### src/rtl/at24c04_eeprom.sv
// 512 x 8 I2C serial EEPROM slave (AT24C04 behaviour), SCL/SDA oversampled on clk_i.
// Supports byte/page write with write protect, current/random/sequential read and ACK polling.
module at24c04_eeprom #(
  parameter logic [3:0]  DEV_TYPE   = 4'b1010,
  parameter logic [1:0]  PIN_A2A1   = 2'b00,
  parameter int unsigned PAGE_BYTES = 16,
  parameter int unsigned TWR_CYCLES = 1000
) (
  input  logic clk_i,
  input  logic rst_i,
  input  logic scl_i,
  input  logic sda_i,
  output logic sda_oe_o,
  input  logic wp_i,
  output logic busy_o
);

  localparam int unsigned MEM_DEPTH = 512;
  localparam int unsigned ADDR_W    = 9;
  localparam int unsigned PAGE_W    = $clog2(PAGE_BYTES);
  localparam int unsigned TWR_W     = $clog2(TWR_CYCLES + 1);

  typedef enum logic [3:0] {
    ST_IDLE, ST_DEV, ST_DEV_ACK, ST_WADDR, ST_WADDR_ACK,
    ST_WDATA, ST_WDATA_ACK, ST_RDATA, ST_RD_MACK, ST_BUSY
  } state_t;

  logic [7:0] r_mem [MEM_DEPTH] = '{default: 8'hFF};
  logic [7:0] r_pbuf [PAGE_BYTES];

  logic                  r_scl_s1, r_scl_s2, r_scl_d;
  logic                  r_sda_s1, r_sda_s2, r_sda_d;
  state_t                r_state;
  logic                  r_sda_oe, r_busy;
  logic [ADDR_W-1:0]     r_addr;
  logic [PAGE_BYTES-1:0] r_pvalid;
  logic [PAGE_W-1:0]     r_commit_idx;
  logic [2:0]            r_bit_cnt;
  logic [7:0]            r_shift;
  logic                  r_ack_on, r_mack, r_rw, r_have_data;
  logic [TWR_W-1:0]      r_twr;

  logic       w_scl_rise, w_scl_fall, w_start, w_stop, w_dev_match, w_mem_we;
  logic [7:0] w_byte, w_rd_byte;

  // Pad synchronizers plus one delayed copy for edge detection
  always_ff @(posedge clk_i) begin
    if (rst_i) begin
      r_scl_s1 <= 1'b1; r_scl_s2 <= 1'b1; r_scl_d <= 1'b1;
      r_sda_s1 <= 1'b1; r_sda_s2 <= 1'b1; r_sda_d <= 1'b1;
    end else begin
      r_scl_s1 <= scl_i; r_scl_s2 <= r_scl_s1; r_scl_d <= r_scl_s2;
      r_sda_s1 <= sda_i; r_sda_s2 <= r_sda_s1; r_sda_d <= r_sda_s2;
    end
  end

  assign w_scl_rise  = r_scl_s2 & ~r_scl_d;
  assign w_scl_fall  = ~r_scl_s2 & r_scl_d;
  assign w_start     = r_scl_s2 & r_scl_d & r_sda_d & ~r_sda_s2;
  assign w_stop      = r_scl_s2 & r_scl_d & ~r_sda_d & r_sda_s2;
  assign w_byte      = {r_shift[6:0], r_sda_s2};
  assign w_dev_match = (w_byte[7:4] == DEV_TYPE) && (w_byte[3:2] == PIN_A2A1) && !r_busy;
  assign w_rd_byte   = r_mem[r_addr];
  assign w_mem_we    = !rst_i && (r_state == ST_BUSY) && r_pvalid[r_commit_idx];

  // Page buffer drains into the array one byte per clock during the write cycle
  always_ff @(posedge clk_i) begin
    if (w_mem_we) r_mem[{r_addr[ADDR_W-1:PAGE_W], r_commit_idx}] <= r_pbuf[r_commit_idx];
  end

  always_ff @(posedge clk_i) begin
    if (rst_i) begin
      r_state      <= ST_IDLE;
      r_sda_oe     <= 1'b0;
      r_busy       <= 1'b0;
      r_addr       <= '0;
      r_pvalid     <= '0;
      r_commit_idx <= '0;
      r_bit_cnt    <= '0;
      r_shift      <= '0;
      r_ack_on     <= 1'b0;
      r_mack       <= 1'b0;
      r_rw         <= 1'b0;
      r_have_data  <= 1'b0;
      r_twr        <= '0;
    end else if (r_state == ST_BUSY) begin
      // Bus activity is ignored here, so a DEV byte simply sees no ACK
      r_pvalid[r_commit_idx] <= 1'b0;
      r_commit_idx <= r_commit_idx + PAGE_W'(1);
      if (r_twr == '0) begin
        r_busy  <= 1'b0;
        r_state <= ST_IDLE;
      end else begin
        r_twr <= r_twr - TWR_W'(1);
      end
    end else if (w_start) begin
      r_state     <= ST_DEV;
      r_bit_cnt   <= '0;
      r_sda_oe    <= 1'b0;
      r_ack_on    <= 1'b0;
      r_pvalid    <= '0;
      r_have_data <= 1'b0;
    end else if (w_stop) begin
      r_sda_oe    <= 1'b0;
      r_ack_on    <= 1'b0;
      r_have_data <= 1'b0;
      if (r_have_data && !wp_i) begin
        r_state      <= ST_BUSY;
        r_busy       <= 1'b1;
        r_twr        <= TWR_W'(TWR_CYCLES - 1);
        r_commit_idx <= '0;
      end else begin
        r_state  <= ST_IDLE;
        r_pvalid <= '0;
      end
    end else begin
      case (r_state)
        ST_DEV, ST_WADDR, ST_WDATA: begin
          if (w_scl_rise) begin
            r_shift   <= w_byte;
            r_bit_cnt <= r_bit_cnt + 3'd1;
            if (r_bit_cnt == 3'd7) begin
              if (r_state == ST_DEV) begin
                if (w_dev_match) begin
                  r_state        <= ST_DEV_ACK;
                  r_rw           <= w_byte[0];
                  r_addr[ADDR_W-1] <= w_byte[1];
                end else begin
                  r_state <= ST_IDLE;
                end
              end else if (r_state == ST_WADDR) begin
                r_addr[7:0] <= w_byte;
                r_state     <= ST_WADDR_ACK;
              end else begin
                r_pbuf[r_addr[PAGE_W-1:0]]   <= w_byte;
                r_pvalid[r_addr[PAGE_W-1:0]] <= 1'b1;
                r_addr[PAGE_W-1:0]           <= r_addr[PAGE_W-1:0] + PAGE_W'(1);
                r_have_data                  <= 1'b1;
                r_state                      <= ST_WDATA_ACK;
              end
            end
          end
        end
        // First SCL fall starts the ACK slot, second one ends it
        ST_DEV_ACK, ST_WADDR_ACK, ST_WDATA_ACK: begin
          if (w_scl_fall) begin
            if (!r_ack_on) begin
              r_ack_on <= 1'b1;
              r_sda_oe <= 1'b1;
            end else begin
              r_ack_on  <= 1'b0;
              r_bit_cnt <= '0;
              if (r_state == ST_DEV_ACK && r_rw) begin
                r_state  <= ST_RDATA;
                r_shift  <= w_rd_byte;
                r_sda_oe <= ~w_rd_byte[7];
              end else begin
                r_sda_oe <= 1'b0;
                r_state  <= (r_state == ST_DEV_ACK) ? ST_WADDR : ST_WDATA;
              end
            end
          end
        end
        ST_RDATA: begin
          if (w_scl_fall) begin
            if (r_bit_cnt == 3'd7) begin
              r_sda_oe <= 1'b0;
              r_addr   <= r_addr + ADDR_W'(1);
              r_state  <= ST_RD_MACK;
            end else begin
              r_shift   <= {r_shift[6:0], r_shift[7]};
              r_sda_oe  <= ~r_shift[6];
              r_bit_cnt <= r_bit_cnt + 3'd1;
            end
          end
        end
        ST_RD_MACK: begin
          if (w_scl_rise) r_mack <= ~r_sda_s2;
          if (w_scl_fall) begin
            r_bit_cnt <= '0;
            if (r_mack) begin
              r_state  <= ST_RDATA;
              r_shift  <= w_rd_byte;
              r_sda_oe <= ~w_rd_byte[7];
            end else begin
              r_state  <= ST_IDLE;
              r_sda_oe <= 1'b0;
            end
          end
        end
        default: ;
      endcase
    end
  end

  assign sda_oe_o = r_sda_oe;
  assign busy_o   = r_busy;

endmodule

### config.mk
export PLATFORM = sky130hd
export DESIGN_NAME = at24c04_eeprom
export DESIGN_NICKNAME = d
export VERILOG_FILES = /design/src/rtl/at24c04_eeprom.sv
export SDC_FILE = /design/constraint.sdc
export NUM_CORES = 2
export LEC_CHECK = 0
export ABC_AREA = 0
export BUFFER_PORTS_ARGS = -buffer_cell sky130_fd_sc_hd__buf_4
export CORE_MARGIN = 10
export CORE_UTILIZATION = 45
export CTS_BUF_LIST = sky130_fd_sc_hd__clkbuf_4
export DETAILED_ROUTE_END_ITERATION = 8
export GPL_ROUTABILITY_DRIVEN = 0
export PLACE_DENSITY = 0.63
export RECOVER_POWER = 25
export SLEW_MARGIN = 5
export SYNTH_ARGS = -nofsm -noshare
export SYNTH_HDL_FRONTEND = slang
export SYNTH_MEMORY_MAX_BITS = 65536
export SYNTH_SLANG_ARGS = --single-unit
### constraint.sdc
create_clock -name clk_i -period 5.38 [get_ports clk_i]
set_input_delay 0.807 -clock clk_i [delete_from_list [all_inputs] [get_ports clk_i]]
set_output_delay 0.807 -clock clk_i [all_outputs]
set_load 0.05 [all_outputs]
# After elaboration in Yosys (flattened, before gate mapping)
# Memories as Yosys holds them, arrays and structs flattened. A register that Yosys moved wholly into a read port is not among the register bits.
# Index checks and enable logic that the tools add are counted.
# word_totals
ff_bits,66
memories,2
latch_bits,0
output_inout_bits,2
mem_bits_ro,0
mem_bits_rw,4224
# memory_table
name,depth,width,read_ports,rd_clocked_by_memory_dff,wr,line_no,rtl
r_mem,512,8,1,0,1,28,logic [7:0] r_mem [MEM_DEPTH] = '{default: 8'hFF};
r_pbuf,16,8,1,1,1,29,logic [7:0] r_pbuf [PAGE_BYTES];
# classes
n_eq_ne,50
n_mux,112
shift,0
add_sub_neg,5
reduce_logical,45
n_bitwise,19
div,0
n_lt_le_gt_ge,4
mul,0
# ops
operator,n
16-bit 2-to-1 mux,9
4-bit 2-to-1 mux,20
8-bit 2-to-1 mux,9
10-bit 2-to-1 mux,5
1-bit 2-to-1 mux,43
3-bit 2-to-1 mux,12
9-bit 2-to-1 mux,4
5-bit inequality test (second input constant),7
2-bit inequality test (second input constant),16
8-bit case mux with 4 select lines,1
9-bit AND reduction,3
3-bit inequality test (second input constant),8
4-bit inequality test (second input constant),6
10-bit AND reduction,2
9-bit case mux with 2 select lines,1
16-bit AND,1
4-bit by 3-bit == test with 1-bit output (second input constant),4
16-bit inverter,1
16-bit bitwise OR,1
4-bit case mux with 4 select lines,1
4-bit nonzero test,4
3-bit nonzero test,5
4-bit == test (second input constant),3
3-bit case mux with 4 select lines,1
other kinds (30),68

# Longest topological paths before layout
# logic_depth
depth_word,13
mapped_depth,15
mapped_depth_nobuf,9

# Worst setup path after synthesis
# OpenSTA, ideal clock, no wires.
# synth_path
path_kind,flip-flop to flip-flop
from,register with a tool-made name
to,memory r_mem[0][0] (data pin)
synth_period_minus_slack_ns,5.822
required_ns,4.477
arrival_time_ns,4.919
stages_incl_launch_ff,5
setup_slack_ns,-0.442
setup_ns,0.903
path_cell_list,dfxtp_1 -> clkbuf_1 -> buf_1 -> mux4_2 -> mux4_2
# synth_lines
item,line_no
end: declaration,28

# Worst setup path after layout
# layout_path
from,register r_addr[0]
to,register r_shift[7]
# layout_between
elab_chain_len,5
elab_cells_between_ends,7
cone_classes,mux (6); memory (1)
# layout_rtl
item,line_no,rtl
start: declaration,35,logic [ADDR_W-1:0] r_addr;
start signal: indexed assignment,127,r_addr[ADDR_W-1] <= w_byte[1];
start signal: assignment,132,r_addr[7:0] <= w_byte;
start signal: indexed assignment,137,r_addr[PAGE_W-1:0] <= r_addr[PAGE_W-1:0] + PAGE_W'(1);
memory 512 x 8 bit *,-,
8-bit 2-to-1 mux,153,if (r_state == ST_DEV_ACK && r_rw) begin
8-bit 2-to-1 mux,147,if (!r_ack_on) begin
8-bit 2-to-1 mux,146,if (w_scl_fall) begin
8-bit case mux with 4 select lines *,117,case (r_state)
end signal: assignment,120,r_shift <= w_byte;
end signal: assignment,155,r_shift <= w_rd_byte;
end signal: assignment,171,"r_shift <= {r_shift[6:0], r_shift[7]};"
end: declaration,39,logic [7:0] r_shift;
# Mark *: on every way between the ends. The rest lies on a longest branch, timed or not. The select of a mux whose other input is x is not followed.
# A chain may end at the register's enable or synchronous reset.

==> reports/metrics.cfg <==
[clock_tree]
cts_sinks = 4294
cts_tree = built
post-cts-setup-buffers = 0
clock_latency_ns = 1.70
cts_root_buffer = clkbuf_4
ctsHoldBuffers = 10
clockBufferDepth = 5
numCtsBuffers = 1152
clkTransAtPathRegs_ns = 0.08
ctsResizeCount = 0
ctsHtreeMaxLevel = 7

[finish]
postLayoutCellArea_mm2 = 0.188
layout_common_cells = edfxtp_1, clkbuf_4, mux4_2, nor2_1, buf_4
final_common_cell = edfxtp_1
layout-drive-gt1-share_pct = 34.8
nNetsFinal = 8674
synthToLayoutAreaGrowth_pct = 12.4

[pwr]
comb_power_share_pct = 1.7
intPower_uw = 51100
p_leak_uw = 0.0575
p_seq_share_pct = 56.5
cellPowerDensity_mw_per_mm2 = 346
power.share.switching_pct = 21.2
ir_drop_uv = 250
power_switching_uw = 13800
p_clk_share_pct = 41.8

[sta]
setup_viol = 0
fmax_mhz = 195
drv_slew = 767
maxSlewHeadroom_pct = -112
rsz0062_at_grt = false
fin_skew_ns = 0.145
period_share_pct = 95.4
fin_tns_setup_ns = 0
worstMarginPinSlew_ns = 3.18
layout_min_cycle_time_ns = 5.13
hold_viol_final = 0

[status]
failed_checks = max-capacitance violations, max-slew violations
status = complete, but fails checks

[yosys]
syn_nets = 7610
synthSimpleGateAreaFrac_pct = 2.74
synth-seq-area-share_pct = 76.8
synth_edf_count = 4224
synth_top_family_by_area = multiplexers
synth.cell_area_mm2 = 0.167
synthAdderAreaFrac_pct = 0.0824
syn_area_per_cell_um2 = 22.0
synth_seq_cells = 4294
syn_inst = 7594
yosysWarningCount = 0
synth.area.mux_share_pct = 17.5
synth_compound_area_share_pct = 1.36
synth_xor_area_share_pct = 0.0524
ys.flop_type = edfxtp_1
netlist-cell-type-count = 69
synthArstFlopShare_pct = 0

[worst_setup_path]
path_common_cell = buf_4
cp.required_ns = 6.78
cp.arrival_ns = 6.54
critPathKind = register to register
worst_path_largest_cell_delay_ns = 1.18
crit_slowest_cell = dfxtp_4
crit_path_start_kind = register
path_max_fanout = 31
crit_buf_inv = 2
worstPathCellList = buf_4 > mux4_2 > mux2i_1 > o22ai_1 > o21ai_0 > buf_4 > nand4_1 > nor3_1 > a311oi_1
critPathCaptureType = register
crit_family = multiplexers

[detailed_routing]
drc = 0
drtIter0Drc = 11000
via_per_inst = 6.06
routed_wl_mm = 458
m1WireLength_mm = 173
wire_per_inst_um = 32.1
wl_met3_mm = 49.2
wl_met2_mm = 215
drt-pass1-iter-count = 8
top_layer_used = met5
drt.antenna.violating_nets = 0
vias = 86600

[floorplan]
ios = 7
start_util_pct = 45.2
die_x_um = 629
die_y_um = 629
coreArea_mm2 = 0.369
rows = 223
die_area_mm2 = 0.396

[global_route]
grt_pass1_wl_mm = 649
antenna_found_initial = 25
grt_pass1_vias = 88600
grt_usage_pct = 22.9
grt_max_degree = 226
overflow = 0

[placed_design]
dp_hpwl_mm = 277
port_buffers = 6
placedInstanceArea_mm2 = 0.175

[run]
maxCapViolations = 10

[worst_hold_path]
hp-class = input pin to register

## through the flow
stage / worst slack, ns / utilization [%] / hold slack (ns) / instances / total power [µW]
final: 0.248 / 50.8 / 0.334 / 14300 / 64900
after CTS: 0.519 / 50.9 / 0.144 / 14300 / 65400
after global routing: 0.156 / 50.8 / 0.333 / 14300 / 67300
after detailed placement: 0.535 / 47.3 / 0.398 / 12400 / 38500
after global placement: 0.532 / 47.3 / 0.409 / 12400 / 38400
after floorplan: 1.27 / - / 0.389 / 7594 / 38000
## power groups by stage
stage          Clock (µW)  Sequential, µW  Combinational [µW]
2_1_floorplan           0           37400                 573
4_1_cts             27600           36700                1090
3_3_place_gp            0           37400                1040
6_report            27100           36700                1110
3_5_place_dp            0           37400                1080
5_1_grt             29400           36700                1170
## worst paths after layout
path,cells past startpoint,slack [ns],endpoint,start
min reg2reg,1,0.44,r_sda_s2,r_sda_s1
max,9,0.25,r_shift[7],r_addr[0]
min,5,0.33,r_state[0],wp_i
max reg2reg,9,0.25,r_shift[7],r_addr[0]
## flip-flops by register name, summed over array words and instances (netlist names), 3 cells and up, named ones only
name / count
r_mem: 4096
r_state: 4
r_pbuf: 128
r_commit_idx: 4
r_addr: 9
r_shift: 8
r_twr: 10
r_bit_cnt: 3
r_pvalid: 16
## cells in the mapped netlist, types with 12 or more instances
library cell	count	area [µm²]
or3_1	12	75.1
a21oi_1	71	355
nand3_1	74	370
edfxtp_1	4224	127000
a211oi_1	18	135
nand2_1	234	878
mux2_2	12	135
o21ai_0	31	155
buf_1	39	146
inv_1	15	56.3
buf_6	36	405
nor2b_1	18	113
buf_2	115	576
a22oi_1	59	443
o22ai_1	19	119
mux4_2	1228	27700
a32oi_1	16	140
nor3_1	40	200
buf_4	60	450
nand4_1	20	125
mux2i_1	146	1460
dfxtp_1	70	1400
clkbuf_1	214	803
a31oi_1	32	200
nor2_1	610	2290
## routing by layer
metal	up-vias	global-route usage, %
li1	34700	-
met1	45700	30.3
met2	5295	34.8
met3	891	7.21
met4	6	10.9
met5	-	0
## worst reg2reg max path, stage by stage, from the launching register on
cell	delay (ns)
dfxtp_4	1.18
buf_4	0.45
mux4_2	0.53
mux2i_1	0.97
o22ai_1	0.16
o21ai_0	0.24
buf_4	0.15
nand4_1	0.25
nor3_1	0.72
a311oi_1	0.22
## final cells by class
| cell class | count | area, µm² |
|---|---|---|
| clock buffer | 1580 | 11900 |
| inverter | 15 | 65.1 |
| multi-input combinational | 2820 | 36500 |
| sequential | 4294 | 128000 |
| clock inverter | 240 | 1410 |
| tap | 4950 | 6190 |
| timing repair buffer | 375 | 3290 |
| antenna | 22 | 55.1 |
| fill | 29600 | 182000 |
## kinds of logic after synthesis
logic type / Yosys count
flip-flops: 4294
multiplexers: 1386
AND/OR/NAND/NOR: 1084
buffers and inverters: 480
AO/OA/AOI/OAI: 329
adder cells (fa/ha/maj): 11
XOR/XNOR: 10
Power figures use the tool's default switching activity.
